<file path="src/rtl/lpif_dstrm_flit_feeder.sv">
// rtl/lpif_dstrm_flit_feeder.sv - LPIF transmit beat feeder: handshake, beat FIFO, CRC-8, registered dstrm bundle
// The FIFO and the CRC are separate helpers so that the top holds only the handshake and output staging.

module lpif_crc8 #(
  parameter int          W    = 256,
  parameter logic [7:0]  POLY = 8'h07
) (
  input  logic [W-1:0] data_i,
  output logic [7:0]   crc_o
);

  logic [7:0] crc_v;
  logic       fb;

  // MSB-first serial CRC, init 0, no reflection, no final XOR.
  always_comb begin
    crc_v = 8'h00;
    fb    = 1'b0;
    for (int i = W - 1; i >= 0; i--) begin
      fb    = crc_v[7] ^ data_i[i];
      crc_v = {crc_v[6:0], 1'b0} ^ (fb ? POLY : 8'h00);
    end
    crc_o = crc_v;
  end

endmodule

module lpif_beat_fifo #(
  parameter int DEPTH = 4,
  parameter int W     = 258,
  parameter int CW    = $clog2(DEPTH) + 1
) (
  input  logic          clk_i,
  input  logic          rst_i,
  input  logic          push_i,
  input  logic          pop_i,
  input  logic [W-1:0]  wdata_i,
  output logic [W-1:0]  rdata_o,
  output logic [CW-1:0] count_o
);

  localparam int AW = $clog2(DEPTH);

  logic [W-1:0]  mem_q [DEPTH];
  logic [AW-1:0] wr_ptr_q, wr_ptr_d;
  logic [AW-1:0] rd_ptr_q, rd_ptr_d;
  logic [CW-1:0] count_q, count_d;

  // Pointers are exactly log2(DEPTH) bits wide, so they wrap for free.
  always_comb begin
    wr_ptr_d = wr_ptr_q;
    rd_ptr_d = rd_ptr_q;
    count_d  = count_q;
    if (push_i) wr_ptr_d = wr_ptr_q + AW'(1);
    if (pop_i)  rd_ptr_d = rd_ptr_q + AW'(1);
    case ({push_i, pop_i})
      2'b10:   count_d = count_q + CW'(1);
      2'b01:   count_d = count_q - CW'(1);
      default: count_d = count_q;
    endcase
  end

  always_ff @(posedge clk_i or posedge rst_i) begin
    if (rst_i) begin
      wr_ptr_q <= '0;
      rd_ptr_q <= '0;
      count_q  <= '0;
    end else begin
      wr_ptr_q <= wr_ptr_d;
      rd_ptr_q <= rd_ptr_d;
      count_q  <= count_d;
    end
  end

  always_ff @(posedge clk_i) begin
    if (push_i) mem_q[wr_ptr_q] <= wdata_i;
  end

  assign rdata_o = mem_q[rd_ptr_q];
  assign count_o = count_q;

endmodule

module lpif_dstrm_flit_feeder #(
  parameter int         FIFO_DEPTH = 4,
  parameter logic [7:0] CRC_POLY   = 8'h07
) (
  input  logic                            clk_wr,
  input  logic                            rst_wr,
  input  logic                            tx_online,
  input  logic                            dstrm_stall,
  input  logic                            lp_irdy,
  input  logic                            lp_valid,
  input  logic [255:0]                    lp_data,
  input  logic [1:0]                      lp_protid,
  input  logic [3:0]                      lp_state_req,
  output logic                            pl_trdy,
  output logic [3:0]                      dstrm_state,
  output logic [1:0]                      dstrm_protid,
  output logic [255:0]                    dstrm_data,
  output logic                            dstrm_dvalid,
  output logic [7:0]                      dstrm_crc,
  output logic                            dstrm_crc_valid,
  output logic                            dstrm_valid,
  output logic [$clog2(FIFO_DEPTH):0]     fifo_level,
  output logic                            err_irdy_drop
);

  localparam int CW = $clog2(FIFO_DEPTH) + 1;

  logic [CW-1:0]  count;
  logic [257:0]   head;
  logic [7:0]     head_crc;
  logic           push, pop;

  logic           valid_q, valid_d;
  logic [3:0]     state_q, state_d;
  logic [1:0]     protid_q, protid_d;
  logic [255:0]   data_q, data_d;
  logic           dvalid_q, dvalid_d;
  logic [7:0]     crc_q, crc_d;
  logic           irdy_blk_q, irdy_blk_d;
  logic           err_q, err_d;

  // Reset gates trdy so the link layer never sees an accept while the block is held.
  assign pl_trdy = !rst_wr && tx_online && (count < CW'(FIFO_DEPTH));
  assign push    = lp_irdy && pl_trdy && lp_valid;
  assign pop     = tx_online && !dstrm_stall && (count != '0);

  lpif_beat_fifo #(
    .DEPTH (FIFO_DEPTH),
    .W     (258),
    .CW    (CW)
  ) u_fifo (
    .clk_i   (clk_wr),
    .rst_i   (rst_wr),
    .push_i  (push),
    .pop_i   (pop),
    .wdata_i ({lp_protid, lp_data}),
    .rdata_o (head),
    .count_o (count)
  );

  lpif_crc8 #(
    .W    (256),
    .POLY (CRC_POLY)
  ) u_crc (
    .data_i (head[255:0]),
    .crc_o  (head_crc)
  );

  always_comb begin
    valid_d    = tx_online;
    state_d    = tx_online ? lp_state_req : 4'h0;
    protid_d   = protid_q;
    data_d     = '0;
    dvalid_d   = 1'b0;
    crc_d      = 8'h00;
    irdy_blk_d = lp_irdy && !pl_trdy;
    err_d      = err_q || (irdy_blk_q && !lp_irdy);
    if (pop) begin
      protid_d = head[257:256];
      data_d   = head[255:0];
      dvalid_d = 1'b1;
      crc_d    = head_crc;
    end
  end

  always_ff @(posedge clk_wr or posedge rst_wr) begin
    if (rst_wr) begin
      valid_q    <= 1'b0;
      state_q    <= 4'h0;
      protid_q   <= 2'b00;
      data_q     <= '0;
      dvalid_q   <= 1'b0;
      crc_q      <= 8'h00;
      irdy_blk_q <= 1'b0;
      err_q      <= 1'b0;
    end else begin
      valid_q    <= valid_d;
      state_q    <= state_d;
      protid_q   <= protid_d;
      data_q     <= data_d;
      dvalid_q   <= dvalid_d;
      crc_q      <= crc_d;
      irdy_blk_q <= irdy_blk_d;
      err_q      <= err_d;
    end
  end

  assign dstrm_valid     = valid_q;
  assign dstrm_state     = state_q;
  assign dstrm_protid    = protid_q;
  assign dstrm_data      = data_q;
  assign dstrm_dvalid    = dvalid_q;
  assign dstrm_crc       = crc_q;
  assign dstrm_crc_valid = dvalid_q;
  assign fifo_level      = count;
  assign err_irdy_drop   = err_q;

endmodule

</file>
<file path="config.mk">
export PLATFORM = sky130hd
export DESIGN_NAME = lpif_dstrm_flit_feeder
export DESIGN_NICKNAME = d
export VERILOG_FILES = /design/src/rtl/lpif_dstrm_flit_feeder.sv
export SDC_FILE = /design/constraint.sdc
export NUM_CORES = 1
export LEC_CHECK = 0
export ABC_AREA = 1
export ABC_CLOCK_PERIOD_IN_PS = 17100
export CAP_MARGIN = 40
export CORE_MARGIN = 5
export CORE_UTILIZATION = 45
export DETAILED_ROUTE_END_ITERATION = 10
export HOLD_SLACK_MARGIN = 0.06
export PLACE_DENSITY = 0.61
export SYNTH_ARGS = -nofsm -noshare
export SYNTH_HDL_FRONTEND = slang
export SYNTH_SLANG_ARGS = --single-unit
</file>
<file path="constraint.sdc">
create_clock -name clk_wr -period 17.1 [get_ports clk_wr]
set_input_delay 1.71 -clock clk_wr [delete_from_list [all_inputs] [get_ports clk_wr]]
set_output_delay 1.71 -clock clk_wr [all_outputs]
set_load 0.1 [all_outputs]
</file>
==> results of run 1 <==
==> final timing paths <==
kind	startpoint	slack, ps	to
max	u_fifo.rd_ptr_q[1]	1060	dstrm_crc[2]
min	err_irdy_drop	500	err_irdy_drop
max reg2reg	u_fifo.rd_ptr_q[1]	1060	dstrm_crc[2]
min reg2reg	err_irdy_drop	500	err_irdy_drop
max in group asynchronous	rst_wr	14390	dstrm_data[242]
min in group asynchronous	rst_wr	1370	dstrm_data[8]
==> final cells by class <==
type | count | area (sq um)
fillers | 11500 | 57400
flip-flops and latches | 1313 | 38000
multi-input cells | 4181 | 25600
repair buffers | 906 | 11400
clock buffers | 194 | 4080
well taps | 1890 | 2360
inverters | 524 | 2080
clock inverters | 65 | 743
repair inverters | 8 | 133
diodes | 28 | 70.1
==> cell usage in the layout, fill, tap and decap left out, types with 18 or more instances in the layout <==
cell	count
nand2_4	298
nand2_1	1457
clkbuf_8	18
buf_16	67
a21oi_1	247
inv_2	110
diode_2	28
a32oi_1	214
clkbuf_1	27
nand2_2	767
dfrtp_1	279
clkinv_2	24
nand3_2	288
edfxtp_1	1032
inv_1	397
nand3_4	75
clkdlybuf4s50_1	539
nand3_1	421
nor2_1	287
clkbuf_16	155
buf_8	216
buf_4	56
==> worst register-to-register path: cells and delay by family (launching register included) <==
kind | cells | cell delay, ps
and+or+nand+nor | 145 | 13590
buffers and inverters | 11 | 1260
DFF | 1 | 600
xor gates and xnor gates | 2 | 390
==> state kept, by name, indices dropped and copies added, names as in the netlist <==
name and flops:
u_fifo.mem_q 1032, dstrm_data 256, dstrm_crc 8, dstrm_state 4
u_fifo.count_o 3, dstrm_protid 2, u_fifo.rd_ptr_q 2, u_fifo.wr_ptr_q 2
dstrm_crc_valid 1, dstrm_valid 1, err_irdy_drop 1, irdy_blk_q 1
==> layer usage <==
metal / vias up / GRT usage / wire, um
met5: - / 0 / 88
met4: 12 / 0.0561 / 3720
met3: 245 / 0.0444 / 11600
met2: 1293 / 0.378 / 89100
met1: 23500 / 0.321 / 80100
li1: 22800 / - / -
==> logic make-up (layout without fill, tap and decap cells) <==
kind of cell / count (synthesis) / after routing / share of synthesized area
flops: 1313 / 1313 / 0.591
fa+ha+maj: 6 / 6 / 0.00128
other cells: 0 / 28 / 0
xor+xnor: 37 / 37 / 0.00608
simple gates: 3633 / 3633 / 0.291
buf+inv: 728 / 1697 / 0.0557
compound gates: 505 / 505 / 0.0552
==> synth_stat cells (2+ instances only) <==
cell type and number:
nor2_1 293, buf_6 19, a32oi_2 10, xnor2_2 4
nand3_2 160, o21ai_0 7, clkbuf_1 42, inv_4 10
nand3_1 609, nand2_2 677, nand2_1 1674, nand3_4 15
a21oi_1 247, buf_4 5, a31oi_1 2, xor2_2 5
buf_12 8, o21ai_1 2, nor2_2 15, a21oi_2 2
nand3b_4 2, o21ai_2 2, a32oi_1 214, edfxtp_1 1032
xnor2_1 7, inv_2 99, a32o_1 17, ha_1 5
nand2_4 171, nor2_4 4, buf_1 35, nand3b_1 4
buf_2 51, inv_1 411, xor2_1 21, clkbuf_8 37
nand4_1 3, buf_8 6, dfrtp_1 281
==> repair_timing <==
item | CTS | global route
endpoints found under the setup margin | 0 | 8
resized for setup | 0 | 654
setup buffers | 0 | 33
==> per-stage QoR <==
stage,cells,utilization
2_1_floorplan,6222,-
3_5_place_dp,8771,0.536
5_1_grt,9093,0.595
6_report,9109,0.595
4_1_cts,9030,0.570
3_3_place_gp,8492,0.501
==> impl_metrics.toml, run 1 <==
[yosys]
syn_inst = 6222
asyncSetResetFlopFracSynth = 0.214
yosys_warnings = 0
synthDistinctLibCells = 53
primary_ff_master_synth = "edfxtp_1"
synth-seq-cells = 1313
synth.net_count = 6496
yosysTopAreaCell = "edfxtp_1"
count_of_flip_flops_with_a_built_in_enable_after_synthesis = 1032
ys_seq_area_frac = 0.591
synthesis.area_per_instance_sq_um = 10.3
ys_top_cells_by_area = "edfxtp_1, dfrtp_1, nand2_1"
post-synth-top-area-fraction = 0.481
syn-cell-area_sq_um = 64400

[sta]
totalNegativeSetupSlack_ps = 0
slew_hr = 0.257
timing.clock.skew_ps = 29.5
setup_viol = 0
pins_over_their_slew_limit = 0
fin_crit_share = 0.938
achievable-frequency_mhz = 62.4
rsz0062_at_grt = "yes"
max_slew.worst_pin.slew_ps = 1120
fin_hold_viols = 0
finalWorstPathRequiredPeriod_ps = 16040
fin_ws_ps = 1060
holdWs_ps = 496

[critical_path]
worstSetupPathType = "reg2reg"
critical_path.endpoint_type = "register"
cp.arrival_ps = 16630
crit_buf_inv = 11
largest_fanout_on_the_critical_path = 8
timing.critical_path.max_delay_family = "simple AND/OR/NAND/NOR gates"
worst-endpoint-required_ps = 17690
crit_cells = 158
rr_worst_depth = 158
most_common_cell_type_on_the_critical_path = "nand2_2"
timing.critical_path.from_type = "register"
slowest_cell_on_the_critical_path = "dfrtp_4"
crit_path_max_incr_delay_ps = 600

[global_route]
global_route_total_overflow = 0
initial_antenna_violation_count = 42
grt.total_usage = 0.231
first_global_vias = 45500
largest_net_degree_at_the_start_of_global_routing = 183
global_route_wire_length_before_repair_mm = 273

[detailed_routing]
detailedRoute.firstIterationViolations = 3262
antenna_violating_nets_left = 0
vias = 47800
detail_route.wirelength_mm = 185
route.detailed.wl_per_inst_um = 20.3
drt_via_density = 5.25
drc = 0
drt_pass1_iterations = 6

[clock_network]
cts_hold_buf = 0
cts_root_buf = "clkbuf_16"
cts_max_level = 4
cts_buffers = 140
cts_num_sinks = 1313
cts.clk_slew.worst_paths_ps = 60
clock_latency_ps = 750
clock_tree.buffer_depth = 3
tritoncts = "done"

[worst_hold_path]
timing.hold.worst_path_depth = 1
hold_path.class = "reg2reg"

[floorplan]
floorplan.die.height_um = 388
core_sq_um = 142000
starting_utilization_of_the_core_area = 0.454
boundaryPins = 546
floorplan.die_area_sq_um = 151000
die_w_um = 388
rows = 138

[cells_and_area]
layout-drive-gt1-share = 0.309
finish.instance_area_sq_um = 84500
nets = 7348
flow.area_growth_from_synthesis_pct = 31.3

[run]
drv.max_cap_violation_count = 0

[place]
place.gp.congestion = 0.901
dp_hpwl_mm = 125
post_placement_worst_setup_slack_ps = 424
placedInstanceArea_sq_um = 76100
count_of_port_buffers_added_during_placement = 545

[run_status]
outcome = "completed"
Power of run 1 is left out: the tool's default activity adds up to more than one toggle a clock period on the data nets, which glitch-free logic cannot reach.
==> run 2: changes to the inputs <==
- CORE_UTILIZATION: 45 -> 35
- PLACE_DENSITY: 0.61 -> 0.49
==> run 2 against run 1 <==
Compared with the run above: global-route usage down 3.3 points; clock skew up 3.1 ps; utilization down 13 points; routed wire length up 7.4%; critical endpoint is now dstrm_crc[6]; non-clock buffer count up 1; final cell count up 6.4%; sequential share of layout area down 0.58 points; highest routed layer unchanged; worst hold slack better by 7.8 ps; first-iteration DRC count down 11%; largest cell class unchanged; via count down 1.4%.
==> impl_metrics.toml, run 2 (synthesized netlist as in run 1, its figures left out) <==
[critical_path]
rr_worst_depth = 156
timing.critical_path.from_type = "register"
worstSetupPathType = "reg2reg"
critical_path.endpoint_type = "register"
cp.arrival_ps = 16740
largest_fanout_on_the_critical_path = 7
most_common_cell_type_on_the_critical_path = "nand2_2"
crit_path_max_incr_delay_ps = 490
slowest_cell_on_the_critical_path = "dfrtp_4"
worst-endpoint-required_ps = 17760

[global_route]
initial_antenna_violation_count = 64
global_route_wire_length_before_repair_mm = 289
global_route_total_overflow = 0
first_global_vias = 45800
largest_net_degree_at_the_start_of_global_routing = 157
grt.total_usage = 0.198

[detailed_routing]
drc = 0
antenna_violating_nets_left = 0
detailedRoute.firstIterationViolations = 2895
vias = 47100
route.detailed.wl_per_inst_um = 20.5
drt_via_density = 4.86
detail_route.wirelength_mm = 198
drt_pass1_iterations = 5

[clock_network]
cts_max_level = 4
tritoncts = "done"
clock_tree.buffer_depth = 3
clock_latency_ps = 800
cts_buffers = 151
cts_num_sinks = 1313
cts_root_buf = "clkbuf_16"
cts.clk_slew.worst_paths_ps = 50

[sta]
fin_hold_viols = 0
timing.clock.skew_ps = 32.6
slew_hr = 0.331
setup_viol = 0
max_slew.worst_pin.slew_ps = 1000
finalWorstPathRequiredPeriod_ps = 16080
fin_crit_share = 0.940
pins_over_their_slew_limit = 0
rsz0062_at_grt = "yes"
achievable-frequency_mhz = 62.2

[cells_and_area]
largest_register_ffs = 1032
nets = 7356
regMostFlops = "u_fifo.mem_q"
final_core_utilization = 0.468
layout-drive-gt1-share = 0.318
flow.area_growth_from_synthesis_pct = 33.0
mostFrequentLayoutCells = "nand2_1, edfxtp_1, nand2_2"
final_common_cell = "nand2_1"

[worst_hold_path]
hold_path.class = "reg2reg"
timing.hold.worst_path_depth = 1

[floorplan]
floorplan.die_area_sq_um = 193000
core_sq_um = 183000
rows = 157
boundaryPins = 546
starting_utilization_of_the_core_area = 0.352
die_w_um = 439
floorplan.die.height_um = 439

[run_status]
outcome = "completed"

[place]
dp_hpwl_mm = 138
place.gp.congestion = 0.870
count_of_port_buffers_added_during_placement = 545

[run]
drv.max_cap_violation_count = 0
-- run 2: changes by cell type in the layout (fill, tap and decap cells not counted), moves of 8 or more --
cell | before | now
buf_4 | 56 | 106
nand2_1 | 1457 | 1417
nand2_4 | 298 | 328
nand3_4 | 75 | 102
buf_8 | 216 | 191
clkdlybuf4s50_1 | 539 | 518
nand3_2 | 288 | 267
clkbuf_1 | 27 | 47
diode_2 | 28 | 18
clkbuf_16 | 155 | 163
-- run 2: final timing paths --
kind	startpoint	to	slack (ps)
setup reg to reg	u_fifo.rd_ptr_q[0]	dstrm_crc[6]	1020
max in group asynchronous	rst_wr	dstrm_data[72]	14400
min in group asynchronous	rst_wr	dstrm_data[39]	1550
hold reg to reg	u_fifo.count_o[0]	u_fifo.count_o[0]	500
setup / recovery	u_fifo.rd_ptr_q[0]	dstrm_crc[6]	1020
hold / removal	u_fifo.count_o[0]	u_fifo.count_o[0]	500
-- run 2: metrics by stage --
stage / area (sq um) / setup TNS [ps] / hold slack, ps / cells / setup slack (ps)
6_report: 85600 / 0 / 504 / 9693 / 1020
5_1_grt: 85600 / -2360 / 530 / 9689 / -365
4_1_cts: 81600 / 0 / 510 / 9619 / 165
3_5_place_dp: 76600 / 0 / 498 / 9337 / 262
3_3_place_gp: 71800 / 0 / 493 / 9076 / 492
2_1_floorplan: 64400 / 0 / 467 / 6222 / 639
-- run 2: layout make-up --
cell class / instances / area, sq um
Fill cell: 16700 / 97500
Sequential cell: 1313 / 38000
Multi-Input combinational cell: 4181 / 26100
Timing Repair Buffer: 907 / 11200
Clock buffer: 218 / 4320
Tap cell: 2464 / 3080
Inverter: 524 / 2080
Clock inverter: 64 / 673
Timing Repair inverter: 4 / 72.6
Antenna cell: 18 / 45.0
-- run 2: critical path: cells and delay by family, from the launching register on --
kind | cells | cell delay (ps)
and+or+nand+nor | 132 | 12840
DFF | 1 | 490
xor gates and xnor gates | 4 | 840
buffers and inverters | 20 | 1730
-- run 2: what timing repair did --
| action | in CTS | in global routing |
|---|---|---|
| hold buffers | 0 | 0 |
| hold endpoints to repair | 0 | 0 |
| buffers inserted | 0 | 48 |
| resized for setup | 0 | 766 |
| endpoints found under the setup margin | 0 | 8 |
-- run 2: layer usage --
layer | GRT usage | wire [um] | up-vias | share of wire
met4 | 0.0683 | 6850 | 8 | 0.035
met2 | 0.349 | 101000 | 957 | 0.51
li1 | - | - | 22800 | -
met1 | 0.249 | 83300 | 23000 | 0.42
met3 | 0.0285 | 7380 | 327 | 0.037
met5 | 0 | 55 | - | 0.00028
Power of run 2 is left out for the same reason.
==> variant: new RTL, flow settings as in run 1 <==
Register the output `fifo_level`, with the module's reset; this adds one clock of latency there. The other outputs are not delayed to match.
--- a/src/rtl/lpif_dstrm_flit_feeder.sv
+++ b/src/rtl/lpif_dstrm_flit_feeder.sv
@@ -195,7 +195,13 @@
   assign dstrm_dvalid    = dvalid_q;
   assign dstrm_crc       = crc_q;
   assign dstrm_crc_valid = dvalid_q;
-  assign fifo_level      = count;
+  always_ff @(posedge clk_wr or posedge rst_wr) begin
+    if (rst_wr) begin
+      fifo_level <= '0;
+    end else begin
+      fifo_level <= count;
+    end
+  end
   assign err_irdy_drop   = err_q;
 
 endmodule
Function: not settled (the Yosys comparison gave no result); the edit may change what the design does.
==> variant against run 1 <==
Worst setup slack better by 0.43 ns. Count of clock-buffer cells in the layout grew 8. Wire length shrank 3.3%. Sequential cell count increased by 3. Largest cell class unchanged. Design area fell by 4.5%. Area after synthesis is 2.7% lower. Fmax increased by 2.8%. Sequential share of layout area increased by 2.2 points. Global-route usage up 0.37 points. Critical path type unchanged.
Power is left out: the tool's default activity adds up to more than one toggle a clock period on the data nets, which glitch-free logic cannot reach.
==> variant: results (changes against run 1) <==
Worst setup path
  – Worst reg2reg path depth: 149 (-5.7%)
  – Worst reg2reg path endpoint: dstrm_crc[3]$_DFF_PP0_
  – Critical path arrival: 16.26 ns (-0.37 ns)
  – RR Startpoint: u_fifo.rd_ptr_q[0]$_DFFE_PP0P_
  – Crit path largest cell delay: 0.54 ns (-0.06 ns)
  – CP max FO: 20 (+12)

Final layout
  – Final-stage net count: 7463 (+1.6%)
  – Reg with most FFs: u_fifo.mem_q
  – Layout cell share with drive strength beyond 1: 24.17% (-6.7 points)

Logic synthesis
  – Top cells by count, synth: 1617 x nand2_1, 1032 x edfxtp_1, 699 x nor2_1
  – Synth cell types: 42 (-21%)
  – Post-Synth XOR/XNOR Area: 0.5316% (-0.077 points)
  – Async S/R FF share, synth: 21.58% (+0.18 points)
  – Compound-Gate Fraction of Synth Area: 4.131% (-1.4 points)
  – Synthesized Nets: 6620 (+1.9%)
  – Post-Synth Adder-Cell Area: 0.1319% (+0.0036 points)
  – Post-synthesis sequential area ratio: 60.85% (+1.8 points)

Route
  – Routed wire length per instance: 19.55 um (-3.5%)
  – Initial DRC Count: 3451 (+5.8%)
  – 1st-pass router iterations: 8 (+2)
  – Vias per Instance: 5.194 (-1.0%)

GRT
  – GR Util All Layers: 23.50% (+0.37 points)
  – Largest net degree at the start of global routing: 118 (-36%)
  – First-pass GRT wire length: 264.4 mm (-3.1%)
  – Vias in the first global route: 44670 (-1.7%)
  – Antenna violations before repair: 47 (+12%)

Min path
  – Hold path cells: 0 (-1)
  – Min-delay src: u_fifo.count_o[1]$_DFFE_PP0P_
  – Hold Path End: fifo_level[1]$_DFF_PP0_

Place
  – Routability congestion estimate: 0.9271 (+2.9%)
  – HPWL after DPL: 124.0 mm (-0.67%)

Status
  – Status: completed

STA
  – Skew final: 0.02216 ns (-0.007341 ns)

CTS
  – Clock transition at path regs: 0.06 ns (about the same)
  – Clk_lat worst skew: 0.78 ns (+0.03 ns)
==> variant: cell types whose count changed after synthesis, sizes merged, moves of 29 or more <==
cell	change
nand2	-647
a21oi	-191
a32o	+34
inv	-32
nor2	+394
a32oi	-38
nand3b	+50
or2	+563
nand3	-29
==> variant: area by class of cell <==
class                   count  area (um2)
inverters                 495        1916
well taps                1794        2245
clock buffers             202        3993
repair inverters            3       31.28
repair buffers            900       10900
diodes                     25       62.56
flip-flops and latches   1316       38100
fillers                 11277       57130
clock inverters            66       711.9
multi-input cells        4330       22740
==> variant: routing by layer <==
metal	track usage [%]	vias to the layer above	share of wire (%)
li1	-	22998	-
met4	7.593	28	2.7
met2	38.19	1292	48
met1	31.59	22815	43
met5	0	-	0.096
met3	5.172	293	6.3
==> variant: worst max-delay path by stage <==
stage / from / endpoint / slack [ns]
after floorplan: rst_wr / u_fifo.mem_q[2][0]$_DFFE_PP_ / 0.64
after global placement: u_fifo.rd_ptr_q[0]$_DFFE_PP0P_ / dstrm_crc[2]$_DFF_PP0_ / 0.77
after detailed placement: u_fifo.rd_ptr_q[0]$_DFFE_PP0P_ / dstrm_crc[3]$_DFF_PP0_ / 0.56
after CTS: u_fifo.rd_ptr_q[0]$_DFFE_PP0P_ / dstrm_crc[3]$_DFF_PP0_ / 0.51
after global routing: u_fifo.rd_ptr_q[0]$_DFFE_PP0P_ / dstrm_crc[3]$_DFF_PP0_ / -0.14
final: u_fifo.rd_ptr_q[0]$_DFFE_PP0P_ / dstrm_crc[3]$_DFF_PP0_ / 1.50
==> variant: through the flow <==
stage | hold slack [ns] | setup TNS (ns) | cell area [um2] | instances | setup WS, ns
after CTS | 0.4053 | 0 | 79340 | 9084 | 0.5084
after floorplan | 0.3737 | 0 | 62610 | 6346 | 0.6388
after global placement | 0.3950 | 0 | 69860 | 8530 | 0.7724
after global routing | 0.4302 | -0.6276 | 80660 | 9115 | -0.1414
after detailed placement | 0.3890 | 0 | 74640 | 8816 | 0.5574
final | 0.4058 | 0 | 80700 | 9131 | 1.496
==> variant: cell families after synthesis <==
family                     after synthesis
buffers and inverters                  700
xor gates and xnor gates                33
AOI/OAI and AO/OA                      322
adders and majority gates                6
DFF                                   1316
and+or+nand+nor                       3969
==> variant: critical path, delay by kind of cell, from the launching register on <==
kind | cells | cell delay, ns
AO/OA/AOI/OAI | 1 | 0.16
AND/OR/NAND/NOR | 137 | 13.52
buffers and inverters | 10 | 0.95
flip-flops | 1 | 0.54
XOR/XNOR | 1 | 0.25
==> variant: what timing repair did <==
action                     in CTS  in global routing
gates resized for setup         0                277
setup buffers                   0                 18
hold buffers                    0                  0
hold endpoints to repair        0                  0
setup endpoints to repair       0                  8
